**src/rtl/tlul_xbar_mn.sv**
```systemverilog
// ----------------------------------------------------------------------------
// tlul_xbar_mn -- M-host to N-device TileLink-UL crossbar with one shared path.
//
// Purpose:
//   Routes one granted host's A channel to the device selected by a base/mask
//   address map, and routes that device's D channel back to the host that
//   owns the path. Hosts are arbitrated round-robin whenever the path is idle.
//   Up to MaxOutstanding accepted requests may be unanswered at once. While
//   any request is outstanding, the owner may only keep issuing requests to
//   the same device, which keeps responses in order.
//
// Optional feature (macro XBAR_DECERR_EN):
//   When defined, unmapped requests go to a built-in error responder, which
//   answers with d_error = 1. When undefined, unmapped requests fall through
//   to device 0.
//
// Ports:
//   clk_i, rst_i      clock; asynchronous active-high reset
//   tl_h_i / tl_h_o   host-side request in / response out, one per host
//   tl_d_i / tl_d_o   device-side response in / request out, one per device
//   outstanding_o     number of accepted but unanswered requests
//   busy_o            outstanding_o != 0
// ----------------------------------------------------------------------------
package tlul_pkg;

  typedef struct packed {
    logic        a_valid;
    logic [2:0]  a_opcode;
    logic [2:0]  a_param;
    logic [1:0]  a_size;
    logic [7:0]  a_source;
    logic [31:0] a_address;
    logic [3:0]  a_mask;
    logic [31:0] a_data;
    logic        d_ready;
  } tl_h2d_t;

  typedef struct packed {
    logic        d_valid;
    logic [2:0]  d_opcode;
    logic [2:0]  d_param;
    logic [1:0]  d_size;
    logic [7:0]  d_source;
    logic        d_sink;
    logic [31:0] d_data;
    logic        d_error;
    logic        a_ready;
  } tl_d2h_t;

  localparam logic [2:0] PutFullData    = 3'h0;
  localparam logic [2:0] PutPartialData = 3'h1;
  localparam logic [2:0] Get            = 3'h4;
  localparam logic [2:0] AccessAck      = 3'h0;
  localparam logic [2:0] AccessAckData  = 3'h1;

  // Default address map tables. They are sized for up to 64 devices and are
  // truncated to N entries at the point of use.
  localparam int MaxDefaultDev = 64;

  function automatic logic [MaxDefaultDev*32-1:0] dev_base_default();
    logic [MaxDefaultDev-1:0][31:0] tbl;
    tbl[0] = 32'h8000_0000;
    for (int i = 1; i < MaxDefaultDev; i++) begin
      tbl[i] = 32'hC000_0000 + (32'(i - 1) << 12);
    end
    return tbl;
  endfunction

  function automatic logic [MaxDefaultDev*32-1:0] dev_mask_default();
    logic [MaxDefaultDev-1:0][31:0] tbl;
    tbl[0] = 32'hC000_0000;
    for (int i = 1; i < MaxDefaultDev; i++) begin
      tbl[i] = 32'hFFFF_F000;
    end
    return tbl;
  endfunction

endpackage

module tlul_xbar_mn
  import tlul_pkg::*;
#(
  parameter int M              = 2,
  parameter int N              = 8,
  parameter int MaxOutstanding = 4,
  parameter logic [N-1:0][31:0] DevBase = (N*32)'(tlul_pkg::dev_base_default()),
  parameter logic [N-1:0][31:0] DevMask = (N*32)'(tlul_pkg::dev_mask_default())
) (
  input  logic                              clk_i,
  input  logic                              rst_i,
  input  tl_h2d_t                           tl_h_i [M],
  output tl_d2h_t                           tl_h_o [M],
  input  tl_d2h_t                           tl_d_i [N],
  output tl_h2d_t                           tl_d_o [N],
  output logic [$clog2(MaxOutstanding+1)-1:0] outstanding_o,
  output logic                              busy_o
);

  localparam int CntW = $clog2(MaxOutstanding + 1);
  localparam int HW   = (M > 1) ? $clog2(M) : 1;
  // One extra code point so that index N can name the error responder.
  localparam int TW   = $clog2(N + 1);
  localparam logic [CntW-1:0] CntMax = CntW'(MaxOutstanding);
`ifdef XBAR_DECERR_EN
  localparam logic [TW-1:0] ErrTarget = TW'(N);
`endif

  // Registered state
  logic [HW-1:0]   owner_q, owner_d;
  logic [HW-1:0]   rr_ptr_q, rr_ptr_d;
  logic [TW-1:0]   target_q, target_d;
  logic [CntW-1:0] cnt_q, cnt_d;
  logic            a_hold_q, a_hold_d;
`ifdef XBAR_DECERR_EN
  logic            err_pend_q, err_pend_d;
  logic [2:0]      err_opcode_q, err_opcode_d;
  logic [1:0]      err_size_q, err_size_d;
  logic [7:0]      err_source_q, err_source_d;
`endif

  // Combinational path signals
  logic [HW-1:0] grant;
  logic          grant_found;
  tl_h2d_t       sel_a;
  logic          owner_d_ready;
  logic [TW-1:0] dec;
  logic          busy;
  logic          lock_stall, limit_stall, err_stall;
  logic          a_allow, fwd_valid, dev_a_ready, host_a_ready, a_hs;
  tl_d2h_t       d_sel;
  logic          d_ready_fwd, d_hs;

  assign busy = (cnt_q != '0);

  // Round-robin search from rr_ptr, only while the path is idle and no
  // presented request is waiting for acceptance.
  always_comb begin
    grant       = owner_q;
    grant_found = 1'b0;
    if (cnt_q == '0 && !a_hold_q) begin
      for (int k = 0; k < M; k++) begin
        for (int j = 0; j < M; j++) begin
          if (!grant_found && tl_h_i[j].a_valid &&
              (j == (int'(rr_ptr_q) + k) % M)) begin
            grant       = HW'(j);
            grant_found = 1'b1;
          end
        end
      end
    end
  end

  // Host-side muxes: request of the granted host, d_ready of the owner.
  always_comb begin
    sel_a         = '0;
    owner_d_ready = 1'b0;
    for (int j = 0; j < M; j++) begin
      if (HW'(j) == grant)   sel_a         = tl_h_i[j];
      if (HW'(j) == owner_q) owner_d_ready = tl_h_i[j].d_ready;
    end
  end

  // Address decode; scanning downward lets the lowest hitting index win.
  always_comb begin
`ifdef XBAR_DECERR_EN
    dec = ErrTarget;
`else
    dec = '0;
`endif
    for (int i = N - 1; i >= 0; i--) begin
      if ((sel_a.a_address & DevMask[i]) == DevBase[i]) dec = TW'(i);
    end
  end

  // Gating of the A path. The limit also hides a_valid from the device, so a
  // device can never complete a handshake the host side did not see.
  always_comb begin
    lock_stall  = busy && (dec != target_q);
    limit_stall = (cnt_q == CntMax);
`ifdef XBAR_DECERR_EN
    err_stall   = (dec == ErrTarget) && (busy || err_pend_q);
`else
    err_stall   = 1'b0;
`endif
    a_allow     = !rst_i && !lock_stall && !limit_stall && !err_stall;
    fwd_valid   = a_allow && sel_a.a_valid;
    // The error responder is always ready once allowed.
    dev_a_ready = 1'b1;
    for (int i = 0; i < N; i++) begin
      if (dec == TW'(i)) dev_a_ready = tl_d_i[i].a_ready;
    end
    host_a_ready = a_allow && dev_a_ready;
    a_hs         = fwd_valid && dev_a_ready;
  end

  // D path from the current target. Nothing is forwarded while no request is
  // outstanding, so stale responses after a reset stay blocked.
  always_comb begin
    d_sel = '0;
    for (int i = 0; i < N; i++) begin
      if (target_q == TW'(i)) d_sel = tl_d_i[i];
    end
`ifdef XBAR_DECERR_EN
    if (target_q == ErrTarget) begin
      d_sel          = '0;
      d_sel.d_valid  = err_pend_q;
      d_sel.d_opcode = err_opcode_q;
      d_sel.d_size   = err_size_q;
      d_sel.d_source = err_source_q;
      d_sel.d_error  = 1'b1;
    end
`endif
    d_sel.d_valid = d_sel.d_valid && busy && !rst_i;
    d_sel.a_ready = 1'b0;
    d_ready_fwd   = owner_d_ready && busy && !rst_i;
    d_hs          = d_sel.d_valid && d_ready_fwd;
  end

  // Output drive
  always_comb begin
    for (int j = 0; j < M; j++) begin
      tl_h_o[j] = '0;
      if (HW'(j) == owner_q) tl_h_o[j] = d_sel;
      tl_h_o[j].a_ready = (HW'(j) == grant) && host_a_ready;
    end
    for (int i = 0; i < N; i++) begin
      tl_d_o[i]         = sel_a;
      tl_d_o[i].a_valid = fwd_valid && (dec == TW'(i));
      tl_d_o[i].d_ready = d_ready_fwd && (target_q == TW'(i));
    end
    outstanding_o = rst_i ? '0 : cnt_q;
    busy_o        = !rst_i && busy;
  end

  // Next-state logic
  always_comb begin
    owner_d  = owner_q;
    rr_ptr_d = rr_ptr_q;
    target_d = target_q;
    cnt_d    = cnt_q;
    // Hold exactly while a presented request waits for the device.
    a_hold_d = fwd_valid && !dev_a_ready;
    if (a_hs) begin
      owner_d  = grant;
      rr_ptr_d = HW'((int'(grant) + 1) % M);
      target_d = dec;
    end else if (fwd_valid) begin
      // Freeze the grant in owner; this only changes owner when the path is
      // idle, so no outstanding response is re-routed.
      owner_d = grant;
    end
    case ({a_hs, d_hs})
      2'b10:   if (cnt_q != CntMax) cnt_d = cnt_q + CntW'(1);
      2'b01:   if (cnt_q != '0)     cnt_d = cnt_q - CntW'(1);
      default: cnt_d = cnt_q;
    endcase
`ifdef XBAR_DECERR_EN
    err_pend_d   = err_pend_q;
    err_opcode_d = err_opcode_q;
    err_size_d   = err_size_q;
    err_source_d = err_source_q;
    if (a_hs && dec == ErrTarget) begin
      err_pend_d   = 1'b1;
      err_opcode_d = (sel_a.a_opcode == Get) ? AccessAckData : AccessAck;
      err_size_d   = sel_a.a_size;
      err_source_d = sel_a.a_source;
    end else if (d_hs && target_q == ErrTarget) begin
      err_pend_d = 1'b0;
    end
`endif
  end

  always_ff @(posedge clk_i or posedge rst_i) begin
    if (rst_i) begin
      owner_q      <= '0;
      rr_ptr_q     <= '0;
      target_q     <= '0;
      cnt_q        <= '0;
      a_hold_q     <= 1'b0;
`ifdef XBAR_DECERR_EN
      err_pend_q   <= 1'b0;
      err_opcode_q <= '0;
      err_size_q   <= '0;
      err_source_q <= '0;
`endif
    end else begin
      owner_q      <= owner_d;
      rr_ptr_q     <= rr_ptr_d;
      target_q     <= target_d;
      cnt_q        <= cnt_d;
      a_hold_q     <= a_hold_d;
`ifdef XBAR_DECERR_EN
      err_pend_q   <= err_pend_d;
      err_opcode_q <= err_opcode_d;
      err_size_q   <= err_size_d;
      err_source_q <= err_source_d;
`endif
    end
  end

endmodule

```
**config.mk**
```make
export PLATFORM = sky130hd
export DESIGN_NAME = tlul_xbar_mn
export DESIGN_NICKNAME = d
export VERILOG_FILES = /design/src/rtl/tlul_xbar_mn.sv
export SDC_FILE = /design/constraint.sdc
export NUM_CORES = 1
export LEC_CHECK = 0
export CORE_AREA = 2 2 534 536
export CTS_BUF_LIST = sky130_fd_sc_hd__clkbuf_16
export CTS_CLUSTER_SIZE = 14
export DETAILED_ROUTE_END_ITERATION = 6
export DIE_AREA = 0 0 536 538
export PLACE_DENSITY = 0.3
export SLEW_MARGIN = 10
export SYNTH_ARGS = -nofsm -noshare
export SYNTH_HDL_FRONTEND = slang
export SYNTH_SLANG_ARGS = --single-unit
```
**constraint.sdc**
```tcl
create_clock -name clk_i -period 6.75 [get_ports clk_i]
set_input_delay 0.675 -clock clk_i [delete_from_list [all_inputs] [get_ports clk_i]]
set_output_delay 0.675 -clock clk_i [all_outputs]
set_load 0.1 [all_outputs]
```
### Word level (Yosys, flattened, before mapping)

Index checks and enable logic that the tools add are counted.

| storage, ports and cells | value |
|---|---|
| register bits after elaboration | 10 |

| cells by class | value |
|---|---|
| add/sub/neg operators | 4 |
| equal/unequal tests | 30 |
| muxes and demuxes | 45 |
| bitwise operators | 2 |
| reduce and logical (&&, ||, !) cells | 56 |

Operators with widths:

| cell | count |
|---|---|
| $mux W52 | 10 |
| $eq A20 B20 Y1 const B | 7 |
| $mux W86 | 1 |
| $logic_not A32 Y1 | 2 |
| $logic_and A1 B1 Y1 | 39 |
| $eq A4 B3 Y1 const B | 8 |
| $mux W4 | 7 |
| $mux W1 | 22 |
| $eq A4 B2 Y1 const B | 4 |
| $mux W3 | 4 |
| $eq A4 B1 Y1 const B | 2 |
| $logic_not A1 Y1 | 8 |
| $logic_not A4 Y1 | 2 |
| $pmux W3 S2 | 1 |
| $eq A2 B2 Y1 const B | 2 |
| $ne A2 B2 Y1 const B | 2 |
| $ne A4 B4 Y1 | 1 |
| $reduce_bool A2 Y1 | 2 |
| $add A3 B1 Y3 const B | 1 |
| $eq A3 B3 Y1 const B | 1 |
| $logic_not A3 Y1 | 1 |
| $ne A3 B3 Y1 const B | 1 |
| $reduce_and A3 Y1 | 1 |
| $reduce_bool A3 Y1 | 1 |
| 6 further kinds | 7 |

### Logic depth before layout (Yosys ltp)

Gate-level depths: netlist (run 1).

| depth | value |
|---|---|
| word-level depth | 42 |
| depth in mapped cells | 17 |

### Worst setup path before layout (run 1)

No wires, ideal clock.

| path | value |
|---|---|
| path kind | register to output |
| start | register cnt_q[1] |
| end | output port tl_d_o[687] (netlist bit) |
| arrival | 5016 ps |
| required time | 6075 ps |
| slack | 1059 ps |
| stages on the path, launching flop included | 10 |
| buffers on the path | 1 |
| cells stage by stage | dfrtp_1 > buf_6 > nor4_4 > a31oi_1 > a211oi_2 > inv_1 > nor4b_1 > o21ai_0 > a21oi_4 > a21boi_0 |

RTL lines:

| item | RTL line | text |
|---|---|---|
| start, declared | 112 | `logic [CntW-1:0] cnt_q, cnt_d;` |
| start signal, assigned | 290 | `cnt_q <= cnt_d;` |
| end, declared | 94 | `output tl_h2d_t tl_d_o [N],` |

==> impl_summary.txt, run 1 <==
----------------------------------------------------
[Status]
  Result of the run ... finished, final reports clean

[Route]
  DRC violation total after the first TritonRoute iteration ... 744
  Routed via count divided by cell count ... 2.39
  Drc violations ... 0
  Number of iterations in the first detailed-routing pass ... 5
  Wire per inst ... 25.1 um
  Routed wire length ... 154 mm
  Antenna-violating nets left ... 0
  Total number of vias ... 14700

[Timing]
  Final sum of negative setup slack ... 0 ps
  Post-layout min period ... 5840 ps
  Worst-Margin Slew ... 1310 ps
  Final cycle utilization of the critical path ... 86.5%
  RSZ-0062 raised after global routing ... false
  Final setup violating endpoints ... 0
  Peak Freq ... 0.171 GHz
  Final hold viol count ... 0
  Min setup slack post-route ... 912 ps
  Worst Skew ... 3.02 ps
  Slew headroom ... 11.7%
  Final count of pins violating max slew ... 0

[Clocking]
  # Post-CTS Setup Buffers ... 0
  Hold bufs inserted after CTS ... 0
  Clk sink count ... 9
  Clock tree root driver cell ... sky130_fd_sc_hd__clkbuf_16
  Cts bufs inserted ... 3
  Clock latency of the later-clocked register in the worst-skew pair ... 240 ps
  Maximum buffer depth of the clock tree ... 2
  Clock slew seen by the registers of the worst setup and hold paths ... 40 ps
  Maximum level of the CTS H-tree ... 1
  Post-cts sizing count ... 0
  Clock tree from TritonCTS ... yes

[Global routing]
  Global-route wire length before repair ... 181 mm
  Total global-route track usage ... 10.0%
  Antenna violations before repair ... 121
  Largest net degree at the start of global routing ... 93
  Grt total ovfl ... 0
  Number of global-route vias before repair ... 13800

[Layout]
  Post-synthesis to final-layout area growth ... 133%
  Final standard cell count with taps included and fillers excluded ... 6144
  Core utilization of the finished layout ... 8.68%
  Post-layout nets ... 2947
  Fraction of layout cells with a size suffix above 1 ... 12.3%

[Synth]
  Synthesized Nets ... 2193
  Number of synthesized flops with an enable pin ... 0
  Synthesis-stage register bit count ... 9
  Yosys synthesis warning count ... 0
  Most used DFF post-synth ... sky130_fd_sc_hd__dfrtp_1
  Synthesized cell area ... 0.0106 mm^2
  Leading area contributor after synthesis ... sky130_fd_sc_hd__buf_4
  Largest cells by area after synthesis ... sky130_fd_sc_hd__buf_4, sky130_fd_sc_hd__nand2_1, sky130_fd_sc_hd__mux2_2, sky130_fd_sc_hd__mux2i_1, sky130_fd_sc_hd__nor2_1
  Fraction of synthesis flops using an asynchronous set or reset pin ... 100%
  Area share of the leading cell type in the synthesized netlist ... 41.8%
  Post-synthesis sequential area ratio ... 2.13%
  Number of library cell types mapped by synthesis ... 64
  Avg Inst Size Synth ... 6.59 um^2
  Synth Instances ... 1602

[Setup path]
  Crit path required time ... 6070 ps
  Slowest cell on crit path ... sky130_fd_sc_hd__mux2i_1
  Crit-path max FO ... 65
  Crit-path cells ... clkdlybuf4s50_1 > nand2b_1 > nand3_1 > nand2_8 > mux2i_1 > a32o_1 > o31ai_2 > a21oi_4 > and2_1 > nand2_1 > nor2_1 > buf_12
  Arrival time at the worst endpoint ... 5160 ps
  Kind of start point of the critical path ... input port
  Critical path capture point type ... output port
  Largest incremental delay on the critical path ... 860 ps
  Kind of critical path ... in -> out

[Placement]
  Half-perimeter wire length of the detailed placement result ... 139 mm
  Weighted congestion at the end of routability-driven global placement ... 0.832
  Cell count after placement ... 6113
  Number of port buffers ... 1385
  Minimum setup slack after placement ... 485 ps

[Floorplan]
  Starting density of the core ... 3.73%
  Die width ... 536 um
  Site Rows ... 196
  Area enclosed by the die boundary ... 0.288 mm^2
  Core Footprint ... 0.283 mm^2
  I/O Pins ... 1386
  Die Y ... 538 um

[Flow run]
  MaxCap Viol Count ... 0

[Worst hold path]
  Type of the worst min-delay path ... reg -> reg

----------------------------------------------------
==> layer usage <==
metal,track usage [%],part of all wire [%],up-vias
li1,-,-,6363
met1,12.4,41,6999
met2,17.1,48,1034
met3,3.62,10,192
met4,0.798,1.1,74
met5,0,0.32,-
==> worst max-delay path: cells and delay by family <==
| kind | cells | cell delay (ps) |
|---|---|---|
| buffers and inverters | 2 | 770 |
| AOI/OAI and AO/OA | 3 | 700 |
| and+or+nand+nor | 6 | 2110 |
| muxes | 1 | 860 |
==> synth_stat cells (all sizes together), types with 3 or more instances <==
library cell / count
mux4: 7
inv: 15
nor3: 16
nand3: 9
o31ai: 5
clkbuf: 64
dfrtp: 9
nand4: 3
and4: 4
nor2b: 6
nor4: 11
mux2i: 57
a22oi: 44
and3: 7
a31oi: 4
o221ai: 13
nand2: 284
o22ai: 31
o211ai: 6
o21ai: 54
o21bai: 14
nor2: 129
o22a: 31
a21oi: 47
or2: 3
o21a: 14
mux2: 63
a211oi: 7
buf: 617
==> stage by stage <==
step                      hold WS (ps)  instance area (um^2)
after detailed placement           539                 24500
after floorplan                    481                 10600
after global routing               607                 24500
final                              546                 24600
after global placement             536                 24400
after CTS                          553                 24500
==> layout make-up <==
type	instances	area, um^2
Fill cell	33100	259000
Timing Repair Buffer	1430	13900
Multi-Input combinational cell	897	5570
Tap cell	3762	4710
Sequential cell	9	238
Clock buffer	3	75.1
Antenna cell	27	67.6
Inverter	15	56.3
Clock inverter	1	3.75
==> final timing paths <==
path / start / to / slack (ps) / depth (start not counted)
worst max register to register: target_q[0] / cnt_q[2] / 1540 / 13
worst max-delay path: tl_h_i[171] / tl_d_o[171] / 910 / 12
min in group asynchronous: rst_i / cnt_q[2] / 950 / 2
worst min-delay path: rr_ptr_q / rr_ptr_q / 550 / 2
max in group asynchronous: rst_i / target_q[0] / 5480 / 2
worst min register to register: rr_ptr_q / rr_ptr_q / 550 / 2
==> cells by family after synthesis <==
kind of cell	after synthesis	synth area share [%]
buffers and inverters	696	45.9
XOR/XNOR	3	0.249
flip-flops	9	2.13
AND/OR/NAND/NOR	481	19.0
multiplexers	127	13.6
adder cells (fa/ha/maj)	1	0.190
AO/OA/AOI/OAI	285	18.9
==> state kept, by name, indices dropped and copies added, names as in the netlist <==
signal / count
cnt_q: 3
target_q: 3
a_hold_q: 1
owner_q: 1
rr_ptr_q: 1
==> cells in the final DEF (no fill, tap or decap), types with 6 or more instances in the layout <==
cell type                            n
sky130_fd_sc_hd__o22ai_1            31
sky130_fd_sc_hd__o22a_1             31
sky130_fd_sc_hd__nor2b_1             6
sky130_fd_sc_hd__o21a_1             14
sky130_fd_sc_hd__clkdlybuf4s50_1  1246
sky130_fd_sc_hd__o221ai_1           13
sky130_fd_sc_hd__mux2_2             62
sky130_fd_sc_hd__mux4_2              7
sky130_fd_sc_hd__nor3_1             14
sky130_fd_sc_hd__nor2_1            127
sky130_fd_sc_hd__nand2_1           279
sky130_fd_sc_hd__o211ai_1            6
sky130_fd_sc_hd__mux2i_1            57
sky130_fd_sc_hd__diode_2            27
sky130_fd_sc_hd__inv_1              14
sky130_fd_sc_hd__buf_4             178
sky130_fd_sc_hd__o21bai_1           14
sky130_fd_sc_hd__a211oi_1            6
sky130_fd_sc_hd__nor4_1              6
sky130_fd_sc_hd__and3_1              7
sky130_fd_sc_hd__nand3_1             9
sky130_fd_sc_hd__a21oi_1            46
sky130_fd_sc_hd__a22oi_1            44
sky130_fd_sc_hd__o21ai_0            45
Power of run 1 is left out: the tool's default activity adds up to more than one toggle a clock period on the data nets, which glitch-free logic cannot reach.
==> inputs of run 2 (changes only) <==
==> constraint.sdc (replaced) <==
create_clock -name clk_i -period 7.3 [get_ports clk_i]
set_input_delay 0.73 -clock clk_i [delete_from_list [all_inputs] [get_ports clk_i]]
set_output_delay 0.73 -clock clk_i [all_outputs]
set_load 0.1 [all_outputs]
==> run 2 against run 1 <==
Non-clock buffer count is 7 lower. Via count is 0.48% lower. Register-to-register slack better by 1100 ps. Worst hold slack better by 2.7 ps. Global-route usage is 0.076 points higher. Flip-flop and latch count stayed put. Clock-buffer cell count stayed put. Final cell count is 0.11% higher. Design area is 0.78% higher. Critical path depth stayed put. Largest cell class unchanged.
==> impl_summary.txt, run 2 (synthesized netlist as in run 1, its figures left out) <==
----------------------------------------------------
[Status]
  Result of the run ... finished, final reports clean

[Timing]
  Final count of pins violating max slew ... 0 (unchanged)
  Slew headroom ... 11.9% (+0.18 points)
  Final cycle utilization of the critical path ... 86.3%
  Final setup violating endpoints ... 0 (unchanged)
  Peak Freq ... 0.159 GHz
  Worst-Margin Slew ... 1320 ps (+7.05 ps)
  Final sum of negative setup slack ... 0 ps (unchanged)
  Worst Skew ... 0.468 ps (-2.55 ps)
  Final hold viol count ... 0 (unchanged)
  RSZ-0062 raised after global routing ... false
  Hold Worst Slack ... 549 ps (+2.72 ps)
  Post-layout min period ... 6300 ps

[Setup path]
  Largest incremental delay on the critical path ... 890 ps (+30 ps)
  Setup slack of the worst register-to-register path ... 2630 ps (+1090 ps)
  Endpoint of the worst register-to-register path ... cnt_q[2]
  Number of cells on the critical path ... 12 (unchanged)
  Worst setup endpoint ... tl_d_o[171]
  Critical path capture point type ... output port
  Start point of the critical path ... tl_h_i[57]
  Number of buffer and inverter instances along the worst setup path ... 2 (unchanged)
  Arrival time at the worst endpoint ... 5570 ps (+410 ps)
  Kind of start point of the critical path ... input port
  Kind of critical path ... in -> out
  Slowest cell on crit path ... sky130_fd_sc_hd__nor4_2
  Crit path required time ... 6570 ps (+500 ps)
  Crit-path leading delay family ... simple AND/OR/NAND/NOR gates
  Crit-path max FO ... 9 (-86%)
  R2R cell count ... 13 (unchanged)
  Crit-path cells ... clkdlybuf4s50_1 > nor4_2 > nand3_1 > a211oi_1 > o311ai_2 > nor3_2 > o21ai_0 > a21oi_4 > and2_1 > nand2_1 > nor2_1 > buf_4
  Reg-to-reg critical path startpoint ... cnt_q[1]

[Layout]
  Area of all placed cells without fillers ... 0.0248 mm^2 (+0.78%)
  Most used cells in the layout excluding fill and tap cells ... sky130_fd_sc_hd__clkdlybuf4s50_1, sky130_fd_sc_hd__nand2_1, sky130_fd_sc_hd__nor2_1, sky130_fd_sc_hd__buf_4, sky130_fd_sc_hd__mux2_2
  Leading cell type in the layout, fill and taps excluded ... sky130_fd_sc_hd__clkdlybuf4s50_1
  Post-synthesis to final-layout area growth ... 135%
  Largest registers ... cnt_q (3), target_q (3)
  Post-layout nets ... 2940 (-0.24%)
  Fraction of layout cells with a size suffix above 1 ... 8.52% (-3.8 points)
  Fill cell instance count of the final layout ... 33100 (-0.12%)

[Route]
  Routed via count divided by cell count ... 2.37 (-0.60%)
  Wire per inst ... 25.2 um (+0.68%)
  Total number of vias ... 14600 (-0.48%)
  DRC violation total after the first TritonRoute iteration ... 768 (+3.2%)
  Number of iterations in the first detailed-routing pass ... 7 (+2)
  Drc violations ... 0 (unchanged)
  Routed wire length ... 155 mm (+0.80%)
  Antenna-violating nets left ... 0 (unchanged)

[Floorplan]
  Die Y ... 538 um (unchanged)
  I/O Pins ... 1386 (unchanged)
  Die width ... 536 um (unchanged)
  Core Footprint ... 0.283 mm^2 (unchanged)
  Site Rows ... 196 (unchanged)
  Area enclosed by the die boundary ... 0.288 mm^2 (unchanged)
  Starting density of the core ... 3.73% (unchanged)

[Placement]
  Placement Cell Area ... 0.0246 mm^2 (+0.64%)
  Half-perimeter wire length of the detailed placement result ... 140 mm (+0.81%)
  Number of port buffers ... 1385 (unchanged)
  Weighted congestion at the end of routability-driven global placement ... 0.833 (about the same)

[Clocking]
  Hold bufs inserted after CTS ... 0 (unchanged)
  Clk sink count ... 9 (unchanged)
  Maximum buffer depth of the clock tree ... 2 (unchanged)
  Post-cts sizing count ... 0 (unchanged)
  # Post-CTS Setup Buffers ... 0 (unchanged)
  Maximum level of the CTS H-tree ... 1 (unchanged)
  Cts bufs inserted ... 3 (unchanged)
  Clock slew seen by the registers of the worst setup and hold paths ... 40 ps (about the same)
  Clock latency of the later-clocked register in the worst-skew pair ... 230 ps (about the same)
  Clock tree from TritonCTS ... yes
  Clock tree root driver cell ... sky130_fd_sc_hd__clkbuf_16

[Global routing]
  Antenna violations before repair ... 136 (+12%)
  Number of global-route vias before repair ... 13900 (+0.53%)
  Total global-route track usage ... 10.1% (+0.076 points)
  Largest net degree at the start of global routing ... 112 (+20%)
  Grt total ovfl ... 0 (unchanged)
  Global-route wire length before repair ... 182 mm (+0.46%)

[Flow run]
  MaxCap Viol Count ... 0 (unchanged)

[Worst hold path]
  Type of the worst min-delay path ... reg -> reg

----------------------------------------------------
## run 2: worst min path at each step
stage              from       end  slack (ps)  depth (start not counted)
2_1_floorplan  rr_ptr_q  rr_ptr_q         480                          2
3_3_place_gp   rr_ptr_q  rr_ptr_q         570                          2
3_5_place_dp   rr_ptr_q  rr_ptr_q         540                          2
4_1_cts        rr_ptr_q  rr_ptr_q         550                          2
5_1_grt        rr_ptr_q  rr_ptr_q         600                          2
6_report       rr_ptr_q  rr_ptr_q         550                          2
## run 2: routing by layer
layer	up-vias	share of wire, %	routed length [um]	track usage, %
met4	88	1.3	2030	1.17
met2	998	47	73200	17.0
met3	212	11	16600	4.58
li1	6380	-	-	-
met1	6913	40	62700	11.9
met5	-	0.38	586	0
## run 2: worst reg2reg max path: stages, from the launching register on
cell	delay [ps]
sky130_fd_sc_hd__dfrtp_1	490
sky130_fd_sc_hd__or4_4	660
sky130_fd_sc_hd__o21ai_4	330
sky130_fd_sc_hd__nand2_8	320
sky130_fd_sc_hd__o41a_1	640
sky130_fd_sc_hd__and3_1	270
sky130_fd_sc_hd__a31oi_1	160
sky130_fd_sc_hd__a211oi_1	150
sky130_fd_sc_hd__o21ai_4	400
sky130_fd_sc_hd__nand2_1	120
sky130_fd_sc_hd__fa_1	440
sky130_fd_sc_hd__nor4b_1	320
sky130_fd_sc_hd__nand3_1	120
sky130_fd_sc_hd__o311a_1	140
## run 2: stage by stage
stage	util, %	instances	setup WS [ps]
floorplan	-	1602	1530
global placement	8.69	6106	701
detailed placement	8.69	6106	777
CTS	8.72	6110	749
global route	8.72	6115	608
finish	8.75	6151	1000
## run 2: layout make-up
| class | instances | area (um^2) | area share, % |
|---|---|---|---|
| Antenna cell | 41 | 103 | 0.414 |
| Clock buffer | 3 | 75.1 | 0.303 |
| Clock inverter | 1 | 3.75 | 0.0151 |
| Inverter | 15 | 56.3 | 0.227 |
| Multi-Input combinational cell | 897 | 5580 | 22.5 |
| Sequential cell | 9 | 238 | 0.959 |
| Tap cell | 3762 | 4710 | 19.0 |
| Timing Repair Buffer | 1423 | 14000 | 56.6 |
Power of run 2 is left out for the same reason.
